`src/rtl/pixel_stream_packer_if.sv`:
```
// Pixel stream bundle: single-pixel input handshake plus packed, coordinate-tagged output beat.
// The packer takes the slave view; the pixel source / video sink take the master view.
interface pixel_stream_packer_if #(
    parameter int DATA_WIDTH   = 32,
    parameter int RBG_SIZE     = 24,
    parameter int PIX_PER_BEAT = 1
);
    logic [RBG_SIZE-1:0]              colour_i;
    logic                             in_valid;
    logic                             in_ready;
    logic                             y_down;
    logic                             frame_abort;
    logic [PIX_PER_BEAT*RBG_SIZE-1:0] colour_o;
    logic                             out_valid;
    logic                             out_ready;
    logic [DATA_WIDTH-1:0]            next_xpixel;
    logic [DATA_WIDTH-1:0]            next_ypixel;
    logic                             first;
    logic                             last_x;
    logic                             last_y;
    logic [15:0]                      frame_count;

    modport master (
        output colour_i, in_valid, y_down, frame_abort, out_ready,
        input  in_ready, colour_o, out_valid, next_xpixel, next_ypixel,
               first, last_x, last_y, frame_count
    );

    modport slave (
        input  colour_i, in_valid, y_down, frame_abort, out_ready,
        output in_ready, colour_o, out_valid, next_xpixel, next_ypixel,
               first, last_x, last_y, frame_count
    );
endinterface

```
`src/rtl/pixel_stream_packer.sv`:
```
// Packs PIX_PER_BEAT pixels per beat and tags each beat with raster coordinates and frame flags.
// Latency: beat valid 1 cycle after its last pixel is accepted; P=1 sustains one beat per cycle.
// Backpressure: in_ready drops only when the final gather slot is waiting on a full, stalled output register.
module pixel_stream_packer #(
    parameter int DATA_WIDTH    = 32,
    parameter int RBG_SIZE      = 24,
    parameter int SCREEN_WIDTH  = 640,
    parameter int SCREEN_HEIGHT = 480,
    parameter int PIX_PER_BEAT  = 1
) (
    input  logic                  clk,
    input  logic                  reset,
    pixel_stream_packer_if.slave  bus
);
    localparam int SLOT_W = (PIX_PER_BEAT > 1) ? $clog2(PIX_PER_BEAT) : 1;
    localparam int BEAT_W = PIX_PER_BEAT * RBG_SIZE;

    localparam logic [SLOT_W-1:0]     SLOT_LAST = SLOT_W'(PIX_PER_BEAT - 1);
    localparam logic [SLOT_W-1:0]     SLOT_ONE  = SLOT_W'(1);
    localparam logic [DATA_WIDTH-1:0] X_LAST    = DATA_WIDTH'(SCREEN_WIDTH - PIX_PER_BEAT);
    localparam logic [DATA_WIDTH-1:0] X_STEP    = DATA_WIDTH'(PIX_PER_BEAT);
    localparam logic [DATA_WIDTH-1:0] Y_TOP     = DATA_WIDTH'(SCREEN_HEIGHT - 1);
    localparam logic [DATA_WIDTH-1:0] Y_ONE     = DATA_WIDTH'(1);

    typedef struct packed {
        logic [DATA_WIDTH-1:0] x;
        logic [DATA_WIDTH-1:0] y;
        logic                  first;
        logic                  last_x;
        logic                  last_y;
    } meta_t;

    logic [SLOT_W-1:0]     slot_q;
    logic [BEAT_W-1:0]     gather_q;
    logic [BEAT_W-1:0]     beat_dat;
    logic [BEAT_W-1:0]     out_dat_q;
    meta_t                 beat_meta;
    meta_t                 out_meta_q;
    logic                  out_vld_q;
    logic [15:0]           frame_cnt_q;
    logic [DATA_WIDTH-1:0] x_q;
    logic [DATA_WIDTH-1:0] y_q;
    logic [DATA_WIDTH-1:0] y_eff;
    logic [DATA_WIDTH-1:0] y_start;
    logic                  dir_q;
    logic                  dir_eff;
    logic                  fresh_q;
    logic                  accept;
    logic                  beat_load;
    logic                  out_take;

    assign bus.in_ready = reset && !bus.frame_abort &&
                          ((slot_q != SLOT_LAST) || !out_vld_q || bus.out_ready);

    // Until the first edge after reset release the row counter has not yet
    // latched y_down, so the frame start is taken straight from the input.
    always_comb begin
        y_start   = bus.y_down ? Y_TOP : '0;
        dir_eff   = fresh_q ? bus.y_down : dir_q;
        y_eff     = fresh_q ? y_start : y_q;
        accept    = bus.in_valid && bus.in_ready;
        beat_load = accept && (slot_q == SLOT_LAST);
        out_take  = out_vld_q && bus.out_ready && !bus.frame_abort;

        beat_dat = gather_q;
        beat_dat[(PIX_PER_BEAT-1)*RBG_SIZE +: RBG_SIZE] = bus.colour_i;

        beat_meta.x      = x_q;
        beat_meta.y      = y_eff;
        beat_meta.last_x = (x_q == X_LAST);
        beat_meta.last_y = dir_eff ? (y_eff == '0) : (y_eff == Y_TOP);
        beat_meta.first  = (x_q == '0) && (y_eff == (dir_eff ? Y_TOP : '0));
    end

    always_ff @(posedge clk or negedge reset) begin
        if (!reset) begin
            slot_q      <= '0;
            gather_q    <= '0;
            out_dat_q   <= '0;
            out_meta_q  <= '0;
            out_vld_q   <= 1'b0;
            frame_cnt_q <= '0;
            x_q         <= '0;
            y_q         <= '0;
            dir_q       <= 1'b0;
            fresh_q     <= 1'b1;
        end else begin
            fresh_q <= 1'b0;
            dir_q   <= dir_eff;
            y_q     <= y_eff;
            if (bus.frame_abort) begin
                slot_q    <= '0;
                out_vld_q <= 1'b0;
                x_q       <= '0;
                y_q       <= y_start;
                dir_q     <= bus.y_down;
            end else begin
                if (out_take) begin
                    out_vld_q <= 1'b0;
                    if (out_meta_q.last_x && out_meta_q.last_y) begin
                        frame_cnt_q <= frame_cnt_q + 16'd1;
                    end
                end
                if (beat_load) begin
                    out_dat_q  <= beat_dat;
                    out_meta_q <= beat_meta;
                    out_vld_q  <= 1'b1;
                    slot_q     <= '0;
                    if (beat_meta.last_x) begin
                        x_q <= '0;
                        if (beat_meta.last_y) begin
                            y_q   <= y_start;
                            dir_q <= bus.y_down;
                        end else begin
                            y_q <= dir_eff ? (y_eff - Y_ONE) : (y_eff + Y_ONE);
                        end
                    end else begin
                        x_q <= x_q + X_STEP;
                    end
                end else if (accept) begin
                    gather_q[int'(slot_q)*RBG_SIZE +: RBG_SIZE] <= bus.colour_i;
                    slot_q <= slot_q + SLOT_ONE;
                end
            end
        end
    end

    assign bus.colour_o    = out_dat_q;
    assign bus.out_valid   = out_vld_q;
    assign bus.next_xpixel = out_meta_q.x;
    assign bus.next_ypixel = out_meta_q.y;
    assign bus.first       = out_meta_q.first;
    assign bus.last_x      = out_meta_q.last_x;
    assign bus.last_y      = out_meta_q.last_y;
    assign bus.frame_count = frame_cnt_q;
endmodule

```
`src/flat_wrapper.sv`:
```
// flat-port wrapper written by rule: the top's interface ports become plain ports
module pixel_stream_packer_flat 
#(
    parameter int DATA_WIDTH    = 32,
    parameter int RBG_SIZE      = 24,
    parameter int SCREEN_WIDTH  = 640,
    parameter int SCREEN_HEIGHT = 480,
    parameter int PIX_PER_BEAT  = 1
)
  (clk, reset, bus_colour_i, bus_in_valid, bus_y_down, bus_frame_abort, bus_out_ready, bus_in_ready, bus_colour_o, bus_out_valid, bus_next_xpixel, bus_next_ypixel, bus_first, bus_last_x, bus_last_y, bus_frame_count);
  pixel_stream_packer_if #(.DATA_WIDTH(DATA_WIDTH), .RBG_SIZE(RBG_SIZE), .PIX_PER_BEAT(PIX_PER_BEAT)) bus_i ();
  input  logic clk;
  input  logic reset;
  input wire logic [$bits(bus_i.colour_i)-1:0] bus_colour_i;
  input wire logic [$bits(bus_i.in_valid)-1:0] bus_in_valid;
  input wire logic [$bits(bus_i.y_down)-1:0] bus_y_down;
  input wire logic [$bits(bus_i.frame_abort)-1:0] bus_frame_abort;
  input wire logic [$bits(bus_i.out_ready)-1:0] bus_out_ready;
  output wire logic [$bits(bus_i.in_ready)-1:0] bus_in_ready;
  output wire logic [$bits(bus_i.colour_o)-1:0] bus_colour_o;
  output wire logic [$bits(bus_i.out_valid)-1:0] bus_out_valid;
  output wire logic [$bits(bus_i.next_xpixel)-1:0] bus_next_xpixel;
  output wire logic [$bits(bus_i.next_ypixel)-1:0] bus_next_ypixel;
  output wire logic [$bits(bus_i.first)-1:0] bus_first;
  output wire logic [$bits(bus_i.last_x)-1:0] bus_last_x;
  output wire logic [$bits(bus_i.last_y)-1:0] bus_last_y;
  output wire logic [$bits(bus_i.frame_count)-1:0] bus_frame_count;
  assign bus_i.colour_i = bus_colour_i;
  assign bus_i.in_valid = bus_in_valid;
  assign bus_i.y_down = bus_y_down;
  assign bus_i.frame_abort = bus_frame_abort;
  assign bus_i.out_ready = bus_out_ready;
  assign bus_in_ready = bus_i.in_ready;
  assign bus_colour_o = bus_i.colour_o;
  assign bus_out_valid = bus_i.out_valid;
  assign bus_next_xpixel = bus_i.next_xpixel;
  assign bus_next_ypixel = bus_i.next_ypixel;
  assign bus_first = bus_i.first;
  assign bus_last_x = bus_i.last_x;
  assign bus_last_y = bus_i.last_y;
  assign bus_frame_count = bus_i.frame_count;
  pixel_stream_packer #(.DATA_WIDTH(DATA_WIDTH), .RBG_SIZE(RBG_SIZE), .SCREEN_WIDTH(SCREEN_WIDTH), .SCREEN_HEIGHT(SCREEN_HEIGHT), .PIX_PER_BEAT(PIX_PER_BEAT)) u_core (.clk(clk), .reset(reset), .bus(bus_i));
endmodule
```
`config.mk`:
```
export PLATFORM = sky130hd
export DESIGN_NAME = pixel_stream_packer_flat
export DESIGN_NICKNAME = d
export VERILOG_FILES = /design/src/rtl/pixel_stream_packer_if.sv /design/src/rtl/pixel_stream_packer.sv /design/src/flat_wrapper.sv
export SDC_FILE = /design/constraint.sdc
export NUM_CORES = 1
export LEC_CHECK = 0
export ABC_AREA = 0
export BUFFER_PORTS_ARGS = -buffer_cell sky130_fd_sc_hd__buf_4
export CORE_MARGIN = 2
export CORE_UTILIZATION = 52
export CTS_CLUSTER_SIZE = 12
export DETAILED_ROUTE_END_ITERATION = 16
export PLACE_DENSITY = 0.85
export SYNTH_ARGS = -nofsm -noshare
export SYNTH_HDL_FRONTEND = slang
export SYNTH_SLANG_ARGS = --single-unit
export TNS_END_PERCENT = 30
```
`constraint.sdc`:
```
create_clock -name clk -period 9.6 [get_ports clk]
set_clock_uncertainty 0.1 [all_clocks]
set_input_delay 1.92 -clock clk [delete_from_list [all_inputs] [get_ports clk]]
set_output_delay 1.92 -clock clk [all_outputs]
set_load 0.02 [all_outputs]
```
; Word-level counts from Yosys, hierarchy flattened
; Cells that the tools add are included.
[op_classes]
n_addsub = 5
mul = 0
div_mod_pow = 0
order_cmp = 0
n_eq_ne = 3
n_shift = 0
mux = 23
n_bitwise = 2
n_reduce_logical = 19
[ops]
columns = operator, count
row1 = $mux W32, 9
row2 = $add A32 B1 Y32 const B, 2
row3 = $logic_not A32 Y1, 2
row4 = $eq A32 B10 Y1 const B, 1
row5 = $eq A32 B32 Y1, 1
row6 = $eq A32 B9 Y1 const B, 1
row7 = $sub A32 B1 Y32 const B, 1
row8 = $mux W9, 2
row9 = $add A16 B1 Y16 const B, 1
row10 = $mux W1, 12
row11 = $logic_and A1 B1 Y1, 8
row12 = $reduce_bool A3 Y1, 2
row13 = $reduce_and A3 Y1, 1
row14 = $logic_not A1 Y1, 2
row15 = $logic_or A1 B1 Y1, 2
row16 = $not A1 Y1, 2
row17 = $reduce_and A2 Y1, 1
row18 = $reduce_bool A2 Y1, 1
row19 = $add A1 B1 Y1 const B, 1
[totals]
reg_bits = 175
latchBits = 0
mem_bits_rw = 0
mem_bits_ro = 0
input_bits = 30
out_inout_bits = 109
word_cells = 65
mem_count = 0

; Depth between registers and ports, before layout
[depth]
word_depth = 8
ltp_mapped = 16
mapped_depth_nobuf = 12

; Least setup slack after synthesis
; Ideal clock, no wire load.
[synth_path]
path_kind = in2reg
start = input port bus_y_down
end = register u_core.y_q[24]
setup_time_ps = 127
t_arrival_ps = 4787
required_ps = 9373
slack_ps = 4586
cell_stages = 12
n_path_buf = 0
cell_sequence = nand2_1 -> nand2_1 -> fa_1 -> a21o_1 -> a21oi_1 -> o21ai_1 -> o21ai_2 -> o31ai_4 -> and3_1 -> o41a_1 -> xnor2_1 -> o21ai_1
[synth_via]
elab_chain_len = 8
word_cells_on_any_way = 13
classes_between = 2 x add/sub / 1 x eq/ne / 9 x mux / 1 x reduce/logical
[synth_lines]
columns = item, line
row1 = start: declaration, flat_wrapper.sv:16  ; input wire logic [$bits(bus_i.y_down)-1:0] bus_y_down;
row2 = $mux W9, pixel_stream_packer.sv:58  ; y_start = bus.y_down ? Y_TOP : '0;
row3 = $mux W32, pixel_stream_packer.sv:60  ; y_eff = fresh_q ? y_start : y_q;
row4 = "$add A32 B1 Y32, or another cell as far along", pixel_stream_packer.sv:115  ; y_q <= dir_eff ? (y_eff - Y_ONE) : (y_eff + Y_ONE);
row5 = $mux W32 or $mux W1 (tied branches), "pixel_stream_packer.sv:115, pixel_stream_packer.sv:71"
row6 = $mux W32 *, pixel_stream_packer.sv:111  ; if (beat_meta.last_y) begin
row7 = $mux W32 *, pixel_stream_packer.sv:109  ; if (beat_meta.last_x) begin
row8 = $mux W32 *, pixel_stream_packer.sv:104  ; if (beat_load) begin
row9 = $mux W32 *, pixel_stream_packer.sv:91  ; if (bus.frame_abort) begin
row10 = end signal: assignment, pixel_stream_packer.sv:90  ; y_q <= y_eff;
row11 = end signal: assignment, pixel_stream_packer.sv:95  ; y_q <= y_start;
row12 = end signal: assignment, pixel_stream_packer.sv:112  ; y_q <= y_start;
row13 = end: declaration, pixel_stream_packer.sv:42  ; logic [DATA_WIDTH-1:0] y_q;
; Mark *: on every way between the ends. The rest lies on a longest branch, timed or not.
; A chain may end at the register's enable or synchronous reset.

; Final worst setup path
[layout_path]
start = input port bus_frame_abort
end = output port bus_in_ready
[layout_via]
elab_chain_len = 3
[layout_lines]
columns = item, line
row1 = start: declaration, flat_wrapper.sv:17  ; input wire logic [$bits(bus_i.frame_abort)-1:0] bus_frame_abort;
row2 = $logic_not A1 Y1, pixel_stream_packer.sv:52  ; assign bus.in_ready = reset && !bus.frame_abort &&
row3 = $logic_and A1 B1 Y1 (2 in series), pixel_stream_packer.sv:52
row4 = end: declaration, flat_wrapper.sv:19  ; output wire logic [$bits(bus_i.in_ready)-1:0] bus_in_ready;
; No other way between the ends.

==> results by group <==
Floorplan
  • Die Wd: 138.8 um
  • Top-Level Pins: 139
  • Die footprint: 19260 um^2
  • Die height: 138.8 um
  • Core Region: 17900 um^2
  • Cell Rows: 49
  • Initial Util: 52.76%

Global routing
  • Met3 usage: 4.627%
  • M1 GR Usage: 36.61%
  • Overall Global Routing Usage: 25.80%
  • Global route overflow: 0
  • First-pass GRT wire length: 40.72 mm
  • Busiest layer in global routing: met2
  • Met2 usage: 40.50%
  • Number of global-route vias before repair: 8029
  • Largest net degree at the start of global routing: 85
  • Initial antenna violation count: 0

Setup path
  • Most used cell, CP: buf_4
  • Maximum net fanout on the critical path: 17
  • WS Path Type: input pin to primary output
  • Worst Path Buf+Inv: 3
  • Setup crit start kind: input pin
  • R2R setup slack: 5.13 ns
  • Reg2reg end: u_core.y_q[24]$_DFF_PN0_
  • Arr. time, crit path: 2.87 ns
  • Required time worst endpoint: 7.58 ns
  • Worst R2R Start: u_core.fresh_q$_DFF_PN1_
  • R2R cell count: 13
  • Top delay family on crit path: buffers and inverters
  • Worst setup EP type: primary output
  • CP max stage cell: inv_1
  • Critical path's largest stage delay: 0.35 ns
  • Cells along the critical path: buf_4 -> inv_1 -> o211a_1 -> buf_4

Min path
  • Min-delay src: u_core.bus.colour_o[12]$_DFFE_PN0P_
  • WHS Path Cells: 2
  • WHS Endpoint: u_core.bus.colour_o[12]$_DFFE_PN0P_
  • Worst hold path type: flop to flop

Synth
  • Post-synth EDFFs: 0
  • Net count after synthesis: 1145
  • Synthesized area per cell: 8.738 um^2
  • Mapped Area: 9445 um^2
  • Yosys top cell by area: dfrtp_1
  • Yosys reg bits: 175
  • Top-area cell type share of the netlist area: 46.10%
  • Distinct cells, synth: 72
  • Top FF cell, synth: dfrtp_1
  • Synth top area cells: dfrtp_1 46%, nand2_1 13%, ha_1 4.4%, o21ai_0 4.1%, xnor2_1 2.8%
  • Syn. warnings: 0
  • Post-synthesis sequential area ratio: 46.38%
  • Post-Syn Instances: 1081
  • FFs w/ async S/R, synth: 100.0%

Detailed routing
  • Iter 0 DRT Violations: 721
  • Routed Antenna Nets: 0
  • Pre-Repair DR Iteration Count: 5
  • Avg WL per Cell: 17.42 um
  • Vias: 8430
  • Post-route DRC violation count: 0
  • Vias per cell: 5.875
  • Detailed Route WL: 24.99 mm

Placement
  • HPWL after detailed placement: 17.08 mm
  • DP Area: 10570 um^2
  • Place WS: 4.503 ns
  • Final GP Congestion: 0.9465
  • Buffers on Ports: 138

STA
  • Setup tns final: 0 ns
  • RSZ-0062 raised after global routing: false
  • Final setup viols: 0
  • Tightest Pin Transition: 1.194 ns
  • Worst relative slew slack: 20.11%
  • Minimum clock period: 4.888 ns
  • Maximum clock rate: 0.2046 GHz
  • Final worst setup slack: 4.712 ns
  • WHS: 0.3723 ns
  • Final Slew Violations: 0
  • Tcrit/Tclk final: 50.91%
  • Endpoints failing hold: 0

Power and ir drop
  • Leak: 5.719 nW
  • Switching power: 0.0004909 W
  • Reg power frac: 45.1%
  • Switching Fraction: 28.04%
  • Power Internal: 0.001260 W
  • Clk pwr share: 40.2%
  • Combinational share of power: 14.7%
  • Peak supply drop: 0.1328 mV
  • Pwr/cell area: 156.7 nW/um^2

Cells and area
  • Final nets: 1257
  • Post-Route Utilization: 62.39%
  • Share of cells above drive strength 1: 16.67%
  • Commonest non-fill, non-tap cells in the layout: 331 x nand2_1, 174 x dfrtp_1, 144 x buf_4
  • Most common library cell in the layout ignoring fill and taps: nand2_1
  • Diodes inserted: 0
  • Area growth, synth to finish: 18.25%
  • Post-Layout Inst Area: 11170 um^2

Clock network
  • Longest Clk Path Bufs: 2
  • CTS Sinks: 175
  • Reg clk slew, reported paths: 0.06 ns
  • Skew-Pair Late Insertion Delay: 0.43 ns
  • CTS Root Cell: clkbuf_16
  • # hold bufs at CTS: 0
  • H-tree depth: 4
  • Post-CTS Setup Repair Bufs: 0
  • Gates resized, CTS repair: 0
  • CTS tree: built
  • TritonCTS Buffers: 17

Run
  • Max-Cap Viols: 0

Outcome
  • Run status: completed
[per-layer routing]
metal / share of wire (%) / vias to the layer above
met4: 2.4 / 0
li1: - / 3937
met2: 47 / 372
met1: 44 / 4075
met3: 6.4 / 46
met5: 0 / -
[kinds of logic (layout without fill, tap and decap cells)]
family          Yosys count  in the layout  synth area share (%)
fa+ha+maj                34             34                 4.583
buf+inv                  71            196                 3.431
flops                   175            175                 46.38
xor+xnor                 53             53                 4.915
compound gates          230            230                 15.55
other cells               1              1               0.03970
simple gates            511            511                 24.41
mux                       6              6                0.6888
[state kept, by name, summed over array words and instances (netlist names)]
register / count
u_core.bus.first: 1
u_core.bus.last_y: 1
u_core.dir_q: 1
u_core.bus.next_ypixel: 32
u_core.bus.out_valid: 1
u_core.y_q: 32
u_core.bus.next_xpixel: 32
u_core.slot_q: 1
u_core.bus.last_x: 1
u_core.x_q: 32
u_core.bus.colour_o: 24
u_core.bus.frame_count: 16
u_core.fresh_q: 1
[power groups by stage]
| stage | logic (W) | clock network (W) | registers [W] |
|---|---|---|---|
| finish | 0.000258 | 0.000704 | 0.000789 |
| global route | 0.000282 | 0.000741 | 0.000793 |
| CTS | 0.000257 | 0.000713 | 0.000789 |
| detailed placement | 0.000255 | 0 | 0.000802 |
| global placement | 0.000251 | 0 | 0.000801 |
| floorplan | 0.000132 | 0 | 0.000825 |
[metrics by stage]
step | instances | total power [W]
after global routing | 1435 | 0.001816
after CTS | 1435 | 0.001758
after global placement | 1403 | 0.001052
after floorplan | 1081 | 0.0009571
after detailed placement | 1403 | 0.001057
final | 1435 | 0.001751
[cells in the mapped netlist, types with 19 or more instances]
| master | number |
|---|---|
| inv_1 | 19 |
| nand4_1 | 21 |
| o21ai_0 | 78 |
| nor2b_1 | 27 |
| and3_1 | 20 |
| a21oi_1 | 34 |
| xnor2_1 | 30 |
| ha_1 | 33 |
| dfrtp_1 | 174 |
| a21o_1 | 20 |
| nand2_1 | 331 |
| nor2_1 | 43 |
| clkbuf_1 | 31 |
| xor2_1 | 23 |
[worst max-delay path by stage]
| stage | startpoint | end | slack, ns | cells past startpoint |
|---|---|---|---|---|
| after CTS | bus_frame_abort | bus_in_ready | 4.73 | 4 |
| after detailed placement | bus_y_down | u_core.y_q[24]$_DFF_PN0_ | 4.50 | 13 |
| final | bus_frame_abort | bus_in_ready | 4.71 | 4 |
| after floorplan | bus_y_down | u_core.y_q[24]$_DFF_PN0_ | 4.59 | 12 |
| after global routing | bus_y_down | u_core.y_q[24]$_DFF_PN0_ | 4.63 | 13 |
| after global placement | bus_y_down | u_core.y_q[24]$_DFF_PN0_ | 4.58 | 14 |
[layout make-up]
class	instances	area [um^2]
clock buffers	19	442.9
inverters	19	71.32
repair buffers	145	1092
clock inverters	13	153.9
fillers	1479	6733
well taps	229	286.5
flip-flops and latches	175	4380
multi-input cells	835	4742
[worst reg2reg max path, cell delays in order (launching register included)]
cell and delay (ns):
dfstp_2 1.15, nand2_1 0.41, nand2_1 0.15, buf_4 0.36, ha_1 0.40, a21o_1 0.19
a21oi_1 0.23, o21ai_1 0.18, o21ai_2 0.30, o31ai_4 0.13, and3_1 0.22, o41a_1 0.32
xnor2_1 0.14, o21ai_1 0.07
Power figures use the tool's default switching activity.
